File: config.mk
export PLATFORM = sky130hd
export DESIGN_NAME = wb_commit
export DESIGN_NICKNAME = d
export VERILOG_FILES = /design/src/rtl/wb_commit.sv
export SDC_FILE = /design/constraint.sdc
export NUM_CORES = 1
export LEC_CHECK = 0
export CORE_MARGIN = 2
export CORE_UTILIZATION = 50
export DETAILED_ROUTE_END_ITERATION = 6
export PLACE_DENSITY = 0.76
export REMOVE_ABC_BUFFERS = 1
export SETUP_SLACK_MARGIN = 0.2
export SKIP_CTS_REPAIR_TIMING = 1
export SLEW_MARGIN = 20
export SYNTH_ARGS = -nofsm -noshare
export SYNTH_HDL_FRONTEND = slang
export SYNTH_SLANG_ARGS = --single-unit
File: constraint.sdc
create_clock -name clk -period 4.5 [get_ports clk]
set_input_delay 0.45 -clock clk [delete_from_list [all_inputs] [get_ports clk]]
set_output_delay 0.45 -clock clk [all_outputs]
set_load 0.01 [all_outputs]
File: src/rtl/wb_commit.sv
// ============================================================================
// Module   : wb_commit
// Purpose  : Writeback commit stage. Arbitrates mux results against load
//            returns for the single regfile write slot, buffering displaced
//            ALU-path results in a small FIFO with forwarding lookup.
// Options  : WB_ZERO_GUARD_EN - suppress integer r0 writes and forwarding.
// Revision : 1.0 - initial release
// ============================================================================
`default_nettype none

module wb_commit #(
    parameter int XLEN  = 32,
    parameter int RADDR = 5,
    parameter int DEPTH = 2
) (
    input  logic             clk,
    input  logic             rst_n,
    input  logic             in_valid,
    output logic             in_ready,
    input  logic [XLEN-1:0]  in_data,
    input  logic [RADDR-1:0] in_rd,
    input  logic             in_is_float,
    input  logic             ld_valid,
    input  logic [XLEN-1:0]  ld_data,
    input  logic [RADDR-1:0] ld_rd,
    input  logic             ld_is_float,
    output logic             ireg_we,
    output logic [RADDR-1:0] ireg_waddr,
    output logic [XLEN-1:0]  ireg_wdata,
    output logic             freg_we,
    output logic [RADDR-1:0] freg_waddr,
    output logic [XLEN-1:0]  freg_wdata,
    input  logic [RADDR-1:0] q_rd,
    input  logic             q_is_float,
    output logic             fwd_hit,
    output logic [XLEN-1:0]  fwd_data
);

    localparam int PTR_W = (DEPTH > 1) ? $clog2(DEPTH) : 1;
    localparam int CNT_W = $clog2(DEPTH + 1);
    localparam logic [CNT_W-1:0] DEPTH_CNT = CNT_W'(DEPTH);
    localparam logic [PTR_W-1:0] LAST_PTR  = PTR_W'(DEPTH - 1);

    logic [XLEN-1:0]  mem_data_q  [DEPTH];
    logic [XLEN-1:0]  mem_data_d  [DEPTH];
    logic [RADDR-1:0] mem_rd_q    [DEPTH];
    logic [RADDR-1:0] mem_rd_d    [DEPTH];
    logic             mem_flt_q   [DEPTH];
    logic             mem_flt_d   [DEPTH];

    logic [CNT_W-1:0] count_q, count_d;
    logic [PTR_W-1:0] head_q, head_d;
    logic [PTR_W-1:0] tail_q, tail_d;

    logic             ireg_we_q, ireg_we_d;
    logic [RADDR-1:0] ireg_waddr_q, ireg_waddr_d;
    logic [XLEN-1:0]  ireg_wdata_q, ireg_wdata_d;
    logic             freg_we_q, freg_we_d;
    logic [RADDR-1:0] freg_waddr_q, freg_waddr_d;
    logic [XLEN-1:0]  freg_wdata_q, freg_wdata_d;

    logic             accept, fifo_empty, push, pop;
    logic             sel_valid, sel_flt, sel_int_we;
    logic [XLEN-1:0]  sel_data;
    logic [RADDR-1:0] sel_rd;

    // Ready depends only on the registered count: a full FIFO never takes a
    // push even if the head is popping in the same cycle.
    assign in_ready = rst_n && (count_q < DEPTH_CNT);

    always_comb begin
        accept     = in_valid && in_ready;
        fifo_empty = (count_q == '0);
        pop        = !ld_valid && !fifo_empty;
        push       = accept && (ld_valid || !fifo_empty);

        sel_valid = 1'b0;
        sel_flt   = 1'b0;
        sel_data  = '0;
        sel_rd    = '0;
        if (ld_valid) begin
            sel_valid = 1'b1;
            sel_flt   = ld_is_float;
            sel_data  = ld_data;
            sel_rd    = ld_rd;
        end else if (!fifo_empty) begin
            sel_valid = 1'b1;
            sel_flt   = mem_flt_q[head_q];
            sel_data  = mem_data_q[head_q];
            sel_rd    = mem_rd_q[head_q];
        end else if (accept) begin
            sel_valid = 1'b1;
            sel_flt   = in_is_float;
            sel_data  = in_data;
            sel_rd    = in_rd;
        end

`ifdef WB_ZERO_GUARD_EN
        sel_int_we = sel_valid && !sel_flt && (sel_rd != '0);
`else
        sel_int_we = sel_valid && !sel_flt;
`endif

        ireg_we_d    = sel_int_we;
        freg_we_d    = sel_valid && sel_flt;
        ireg_waddr_d = ireg_waddr_q;
        ireg_wdata_d = ireg_wdata_q;
        freg_waddr_d = freg_waddr_q;
        freg_wdata_d = freg_wdata_q;
        if (sel_valid && !sel_flt) begin
            ireg_waddr_d = sel_rd;
            ireg_wdata_d = sel_data;
        end
        if (sel_valid && sel_flt) begin
            freg_waddr_d = sel_rd;
            freg_wdata_d = sel_data;
        end

        mem_data_d = mem_data_q;
        mem_rd_d   = mem_rd_q;
        mem_flt_d  = mem_flt_q;
        if (push) begin
            mem_data_d[tail_q] = in_data;
            mem_rd_d[tail_q]   = in_rd;
            mem_flt_d[tail_q]  = in_is_float;
        end

        tail_d = tail_q;
        if (push) tail_d = (tail_q == LAST_PTR) ? '0 : tail_q + PTR_W'(1);
        head_d = head_q;
        if (pop) head_d = (head_q == LAST_PTR) ? '0 : head_q + PTR_W'(1);
        count_d = count_q + CNT_W'(push) - CNT_W'(pop);
    end

    // Scan oldest to newest so the newest match wins.
    always_comb begin
        fwd_hit  = 1'b0;
        fwd_data = '0;
        for (int k = 0; k < DEPTH; k++) begin
            int idx;
            logic match;
            idx = int'(head_q) + k;
            if (idx >= DEPTH) idx = idx - DEPTH;
            match = (CNT_W'(k) < count_q) && (mem_rd_q[idx] == q_rd)
                    && (mem_flt_q[idx] == q_is_float);
`ifdef WB_ZERO_GUARD_EN
            if (!q_is_float && (q_rd == '0)) match = 1'b0;
`endif
            if (match) begin
                fwd_hit  = 1'b1;
                fwd_data = mem_data_q[idx];
            end
        end
    end

    always_ff @(posedge clk) begin
        if (!rst_n) begin
            count_q      <= '0;
            head_q       <= '0;
            tail_q       <= '0;
            ireg_we_q    <= 1'b0;
            ireg_waddr_q <= '0;
            ireg_wdata_q <= '0;
            freg_we_q    <= 1'b0;
            freg_waddr_q <= '0;
            freg_wdata_q <= '0;
        end else begin
            count_q      <= count_d;
            head_q       <= head_d;
            tail_q       <= tail_d;
            ireg_we_q    <= ireg_we_d;
            ireg_waddr_q <= ireg_waddr_d;
            ireg_wdata_q <= ireg_wdata_d;
            freg_we_q    <= freg_we_d;
            freg_waddr_q <= freg_waddr_d;
            freg_wdata_q <= freg_wdata_d;
        end
    end

    // Entry storage needs no reset; validity is tracked by count/head.
    always_ff @(posedge clk) begin
        mem_data_q <= mem_data_d;
        mem_rd_q   <= mem_rd_d;
        mem_flt_q  <= mem_flt_d;
    end

    assign ireg_we    = ireg_we_q;
    assign ireg_waddr = ireg_waddr_q;
    assign ireg_wdata = ireg_wdata_q;
    assign freg_we    = freg_we_q;
    assign freg_waddr = freg_waddr_q;
    assign freg_wdata = freg_wdata_q;

endmodule

`default_nettype wire

# [After elaboration in Yosys (flattened, before gate mapping)]
# Index checks and enable logic that the tools add are counted.
[totals] input_bits=86 regBits=156
[classes] mux=56 eq_ne=4 order_cmp=10 n_bitwise=4 add_sub_neg=7 reduce_logical=16
[ops] operator="$mux W32" n=17
[ops] operator="$mux W5" n=13
[ops] operator="$bwmux W64" n=1
[ops] operator="$ge A32 B2 Y1 const B" n=2
[ops] operator="$not A32 Y32" n=2
[ops] operator="$demux W32 S1" n=1
[ops] operator="$mux W1" n=20
[ops] operator="$logic_and A1 B1 Y1" n=11
[ops] operator="$bwmux W10" n=1
[ops] operator="$eq A5 B5 Y1" n=2
[ops] operator="$ge A2 B2 Y1 const B" n=3
[ops] operator="$demux W5 S1" n=1
[ops] operator="$lt A1 B2 Y1 const A" n=2
[ops] operator="$not A1 Y2" n=2
[ops] operator="$logic_not A1 Y1" n=3
[ops] operator="$sub A1 B2 Y3 const B" n=1
[ops] operator="$sub A2 B2 Y3 const B" n=1
[ops] operator="$add A1 B1 Y1 const B" n=2
[ops] operator="$add A1 B1 Y2 const B" n=1
[ops] operator="$add A2 B1 Y2" n=1
[ops] operator="$bwmux W2" n=1
[ops] operator="$eq A1 B1 Y1" n=2
[ops] operator="$ge A1 B2 Y1 const B" n=1
[ops] operator="$logic_not A2 Y1" n=1
[ops] operator="5 further kinds" n=5

# [Depth between registers and ports, before layout]
# Gate-level depths: netlist of run 1.
[depth] depth_word=11 mapped_depth=10

# [Worst setup path before layout of run 1]
# No wires, ideal clock.
[synth_path] path_type="input port to flip-flop" from="in rst_n" to="reg mem_data_q[0] in the netlist's numbering, enable pin" required_time_ns=4.067 t_arrival_ns=2.869 cell_stages=5 slack_ns=1.198 cell_sequence="clkbuf_1 > nand2_1 > or3_1 > clkbuf_1 > nor2_1"
[synth_via] elab_chain_len=3
[synth_lines] item="from (decl)" line="17" source="input logic rst_n,"
[synth_lines] item="$logic_and A1 B1 Y1" line="69" source="assign in_ready = rst_n && (count_q < DEPTH_CNT);"
[synth_lines] item="$logic_and A1 B1 Y1" line="72" source="accept = in_valid && in_ready;"
[synth_lines] item="$logic_and A1 B1 Y1" line="75" source="push = accept && (ld_valid || !fifo_empty);"
[synth_lines] item="to (signal assigned)" line="182" source="mem_data_q <= mem_data_d;"
[synth_lines] item="to (decl)" line="44" source="logic [XLEN-1:0] mem_data_q [DEPTH];"
# No other way between the ends.
# A chain may end at the register's enable or synchronous reset.

# [Worst setup path in the final report of run 1]
[layout_path] from="reg head_q" to="out fwd_data[29]"
[layout_via] elab_chain_len=11 elab_cells_between_ends=37 classes_between="add/sub (3); order compare (2); eq/ne (4); mux (22); bitwise (2); reduce/logical (4)"
[layout_lines] item="from (decl)" line="52" source="logic [PTR_W-1:0] head_q, head_d;"
[layout_lines] item="from (signal assigned)" line="159" source="head_q <= '0;"
[layout_lines] item="from (signal assigned)" line="169" source="head_q <= head_d;"
[layout_lines] item="$add A1 B1 Y2 (tied with other cells)" line="142" source="idx = int'(head_q) + k;"
[layout_lines] item="$sub A2 B2 Y3 (tied with other cells)" line="143" source="if (idx >= DEPTH) idx = idx - DEPTH;"
[layout_lines] item="$mux W32 or $not A32 Y32 (tied branches)"
[layout_lines] item="$not A32 Y32 (implied by the code) or $mux W5 (tied branches)" line="144, 145, 151"
[layout_lines] item="$mux W5 (implied by the code) (2 in series)" line="144" source="match = (CNT_W'(k) < count_q) && (mem_rd_q[idx] == q_rd)"
[layout_lines] item="$mux W5 (implied by the code) or $eq A5 B5 Y1 (tied branches)" line="144"
[layout_lines] item="$eq A5 B5 Y1 or $logic_and A1 B1 Y1 (tied branches)" line="144"
[layout_lines] item="$logic_and A1 B1 Y1 (on tied branches)" line="144, 145"
[layout_lines] item="$logic_and A1 B1 Y1 or $mux W32 (tied branches)" line="145, 149"
[layout_lines] item="$mux W32 *" line="149" source="if (match) begin"
[layout_lines] item="to (decl)" line="36" source="output logic [XLEN-1:0] fwd_data"
# Mark *: on every way between the ends. The rest lies on a longest branch, timed or not. The select of a mux whose other input is x is not followed.

==> results of run 1 <==
synth_stat cells:
cell type	n
o31a_1	31
dfxtp_1	80
inv_1	33
o21ai_0	31
nor2_1	6
a32oi_1	2
xnor2_1	11
nor3_1	6
or3_1	1
and2_1	6
a22oi_2	23
nor4b_1	34
mux2i_1	12
a22oi_1	7
xor2_2	1
edfxtp_1	76
o211ai_1	54
o211a_1	74
buf_1	5
nor4_1	32
clkbuf_1	86
nand2_1	107
a222oi_1	32
mux2i_2	1
nand3_1	4
a31oi_1	32
buf_4	3
ha_1	2
mux2_2	3
a221oi_1	5
buf_2	12
buf_6	11
nor2b_1	2
or4b_1	1
o211ai_2	10
xor2_1	4
and3_1	36
area by class of cell:
type,instances,area (µm²),area share [%]
repair buffers,213,2090,18.5
clock inverters,10,114,1.01
flip-flops and latches,156,3890,34.5
inverters,33,124,1.10
multi-input cells,570,4310,38.2
well taps,225,282,2.49
clock buffers,22,475,4.21
final timing paths:
path,cells past startpoint,slack (ps),to
min reg2reg,1,500,ireg_wdata[24]
max reg2reg,6,1730,freg_wdata[11]
min,2,400,freg_wdata[8]
max,6,320,fwd_data[29]
critical path, cell delays in order (launching register included):
cell and delay (ps):
dfxtp_4 550, mux2i_1 330, xnor2_1 180, or4b_4 930
o31a_1 430, a22oi_1 170, clkdlybuf4s50_1 600
registers in the layout, summed over array words and instances (netlist names):
name and cells:
count_q 2, mem_flt_q 2, mem_rd_q 10, head_q 1
freg_we 1, freg_wdata 32, mem_data_q 64, ireg_waddr 5
ireg_we 1, ireg_wdata 32, tail_q 1, freg_waddr 5
report_power, final:
group,switching (mW),internal [mW],total [mW],leakage [nW]
registers,0.138,1.71,1.85,1.35
logic,1.35,1.10,2.46,2.90
clock network,0.584,0.864,1.45,0.281
metrics by stage:
stage | std cells | hold WS [ps]
finish | 1229 | 399
global route | 1229 | 398
CTS | 1229 | 375
detailed placement | 1197 | 487
global placement | 1197 | 479
floorplan | 759 | 539
per-layer routing:
layer | share of wire [%] | global-route usage (%)
met5 | 0 | 0
met4 | 1.6 | 9.26
met1 | 41 | 36.5
met2 | 48 | 43.1
met3 | 9.0 | 6.85
cell families (layout without fill, tap and decap cells):
kind of cell    count (synthesis)  in the layout
compound gates                301            301
xor+xnor                       16             16
fa+ha+maj                       2              2
buf+inv                       150            278
flops                         156            156
mux                            16             16
simple gates                  235            235
==> impl_metrics.toml, run 1 <==
[final_layout]
nets = 1079
mostFrequentLayoutCell = "clkdlybuf4s50_1"
fin_util_pct = 65.5
layout_common_cells = "193 x clkdlybuf4s50_1, 107 x nand2_1, 78 x dfxtp_1"
fin_area_um2 = 11300
antenna_cells = 0
area_growth_pct = 28.6
drive_gt1_share_pct = 9.96
nFillCells = 1356

[routing]
antenna_left = 0
post_drt_wl_per_cell_um = 20.6
drt_iter0_markers = 921
wl_um = 25300
drc = 5
first_pass_iters = 7
via_count = 7975
via_per_inst = 6.49

[logic_synthesis]
syn_inst = 876
synth-simple-area-share_pct = 14.4
synth_xor_area_share_pct = 1.68
synth_warnings = 0
syn_area_per_cell_um2 = 10.0
synth_top_family_by_area = "compound AO/OA/AOI/OAI gates"
synth_fa_ha_area_share_pct = 0.285
synth_area_leaders = "edfxtp_1 26%, dfxtp_1 18%, o211a_1 8.4%, o211ai_1 4.6%, nand2_1 4.6%"
ys_ff_latch = 156
synth_mux_area_share_pct = 1.91
synth-compound-area-share_pct = 29.8
synth.largest_area_cell = "edfxtp_1"
synth_area_um2 = 8780
synth_top_area_share_pct = 26.0
synth_cell_type_count = 37
ys_seq_area_share_pct = 44.2

[global_routing]
grt_pass1_vias = 7564
grt_pass1_wl_um = 40100
track_usage_pct = 27.3
antenna_found_initial = 0
grt_max_degree = 96
overflow = 0

[timing]
grt_setup_unrepaired = "false"
max_slew_margin_pct = 26.4
clock_skew_ps = 7.90
slew_viol_final = 0
worst_pin_slew_ps = 1100
fin_crit_sh_pct = 92.9
period_minus_slack_ps = 4180
max_freq_mhz = 239
fin_ws_ps = 321
hold_violations = 0
finalSetupTns_ps = 0
setup_viol = 0

[min_path]
worstHoldStart = "rst_n"
hold_path.class = "input port to flop"

[floorplanning]
pin_count = 196
fp-row-count = 48
die_x_um = 137
die_h_um = 137
start_util_pct = 50.9
core_um2 = 17200
dieArea_um2 = 18600

[setup_path]
crit_type = "flop to output port"
endpoint_kind = "output port"
cp-start-kind = "flop"
worstPathArrival_ps = 3730
setup.worst_path.start = "head_q"
cp_max_fo = 95
r2r-start = "count_q[1]"
worstPathRequired_ps = 4050

[run_status]
violations = "DRC"
status = "finished with violations"

[placement]
pre_cts_ws_ps = 755
port_buffers = 195
gp_congestion = 0.795
dpl-instance-area_um2 = 10700
hpwl_um = 15000

[pwr]
total_power_mw = 5.75
power_density_nw_per_um2 = 509
p_leak_nw = 4.53
irDropWorstVdd_uv = 330

[cts]
clk_path_buf_depth = 2
cts_tree = "done"
worstSkewPairLatency_ps = 430
clkSinkCount = 156
cts_made_buffers = 17
htreeDepth = 4
cts-root-buf = "clkbuf_16"
clk_pin_slew_ps = 60

[flow_run]
maxCapViolCount = 0
Note: power is estimated with default switching activity, not from simulation.
==> run 2: changes to the inputs <==
SETUP_SLACK_MARGIN = 0.05   (was 0.2)
==> results of run 2 <==
No change in the layout: final DEF, timing and power equal those of run 1.
==> run 3: changes to the inputs <==
CORE_UTILIZATION = 46   (was 50)
PLACE_DENSITY = 0.74   (was 0.76)
clock period = 3.6 ns   (was 4.5 ns; I/O delays follow)
==> run 3 against run 2 <==
  * The run now ends clean
  * Routed wire length up 0.51%
  * Register-to-register slack worse by 970 ps
  * Die area up 8.4%
  * Clock power up 23%
  * Worst hold slack worse by 90 ps
  * Critical endpoint is now fwd_data[14]
  * Highest routed layer unchanged
==> impl_metrics.toml, run 3 (synthesis gave the netlist of run 1 again) <==
[run_status]
status = "completed"

[timing]
max_slew_margin_pct = 25.2
clock_skew_ps = 10.3
slew_viol_final = 0
max_freq_mhz = 288
setup_viol = 0
fin_ws_ps = 125
grt_setup_unrepaired = "true"
worst_pin_slew_ps = 1120
fin_crit_sh_pct = 96.5
hold_violations = 0
holdWs_ps = 308
period_minus_slack_ps = 3480

[flow_run]
maxCapViolCount = 0

[floorplanning]
fp-row-count = 50
die_x_um = 142
die_h_um = 142
pin_count = 196
start_util_pct = 46.9
dieArea_um2 = 20200
core_um2 = 18700

[final_layout]
finalNonFillerCells = 1252
nets = 1093
drive_gt1_share_pct = 11.9
layout_common_cells = "185 x clkdlybuf4s50_1, 107 x nand2_1, 78 x dfxtp_1"
mostFrequentLayoutCell = "clkdlybuf4s50_1"
antenna_cells = 0
largest_register_ffs = 64
regMostFlops = "mem_data_q"
fin_util_pct = 61.9
area_growth_pct = 32.0

[routing]
post_drt_wl_per_cell_um = 20.3
drc = 0
via_count = 7901
antenna_left = 0
first_pass_iters = 7
via_per_inst = 6.31
drt_iter0_markers = 786
wl_um = 25400

[setup_path]
endpoint_kind = "output port"
crit_type = "flop to output port"
worstPathArrival_ps = 3120
cp-start-kind = "flop"
worstPathRequired_ps = 3240
cp_max_fo = 50

[placement]
gp_congestion = 0.788
port_buffers = 195
placed_cells = 1214
hpwl_um = 15400
pre_cts_ws_ps = 315

[cts]
worstSkewPairLatency_ps = 420
cts-root-buf = "clkbuf_16"
cts_made_buffers = 17
cts_tree = "done"
clk_path_buf_depth = 2
clk_pin_slew_ps = 70
clkSinkCount = 156
htreeDepth = 4

[pwr]
p_switching_mw = 2.62
seqPwrFrac_pct = 31.5
p_leak_nw = 4.80
irDropWorstVdd_uv = 392
clkPwrFrac_pct = 24.6
p_int_mw = 4.66
total_power_mw = 7.28
netSwitchingFraction_pct = 36.0
power_frac_comb_pct = 43.9
power_density_nw_per_um2 = 628

[min_path]
hold_path.class = "input port to flop"

[global_routing]
overflow = 0
grt_max_degree = 128
grt_pass1_wl_um = 39400
antenna_found_initial = 0
track_usage_pct = 24.5
grt_pass1_vias = 7441
## run 3: final timing paths
path | to | cells past startpoint | from | slack (ps)
max reg2reg | count_q[1] | 9 | count_q[1] | 760
min reg2reg | ireg_wdata[18] | 1 | ireg_wdata[18] | 500
max | fwd_data[14] | 7 | head_q | 120
min | ireg_wdata[0] | 2 | rst_n | 310
## run 3: metrics by stage
step	TNS, ps	area (µm²)
2_1_floorplan	-272730	8230
3_3_place_gp	0	10900
3_5_place_dp	0	10900
4_1_cts	0	11500
5_1_grt	0	11600
6_report	0	11600
## run 3: cell type report
cell class	instances	area, µm²
fillers	1550	7120
clock inverters	10	105
repair buffers	227	2340
multi-input cells	570	4340
flip-flops and latches	156	3890
clock buffers	22	494
well taps	234	293
inverters	33	124
## run 3: power groups by stage
stage               Clock (mW)  Combinational, mW  Sequential (mW)
finish                    1.79               3.19             2.29
global route              1.90               3.43             2.33
CTS                       1.83               3.14             2.30
detailed placement           0               3.13             2.33
global placement             0               3.10             2.33
floorplan                    0               1.52             2.51
## run 3: layer usage
metal | global-route usage, % | vias up | wire length [µm]
li1 | - | 3705 | -
met1 | 31.1 | 3808 | 10600
met2 | 40.6 | 356 | 12300
met3 | 6.53 | 32 | 2200
met4 | 8.11 | 0 | 377
met5 | 0 | - | 0
## run 3: worst max-delay path: stages (launching register included)
cell and delay (ps):
dfxtp_4 460, mux2i_4 310, xor2_4 160, or4b_4 520
buf_12 200, o31a_1 280, a22oi_2 140, clkdlybuf4s50_1 570
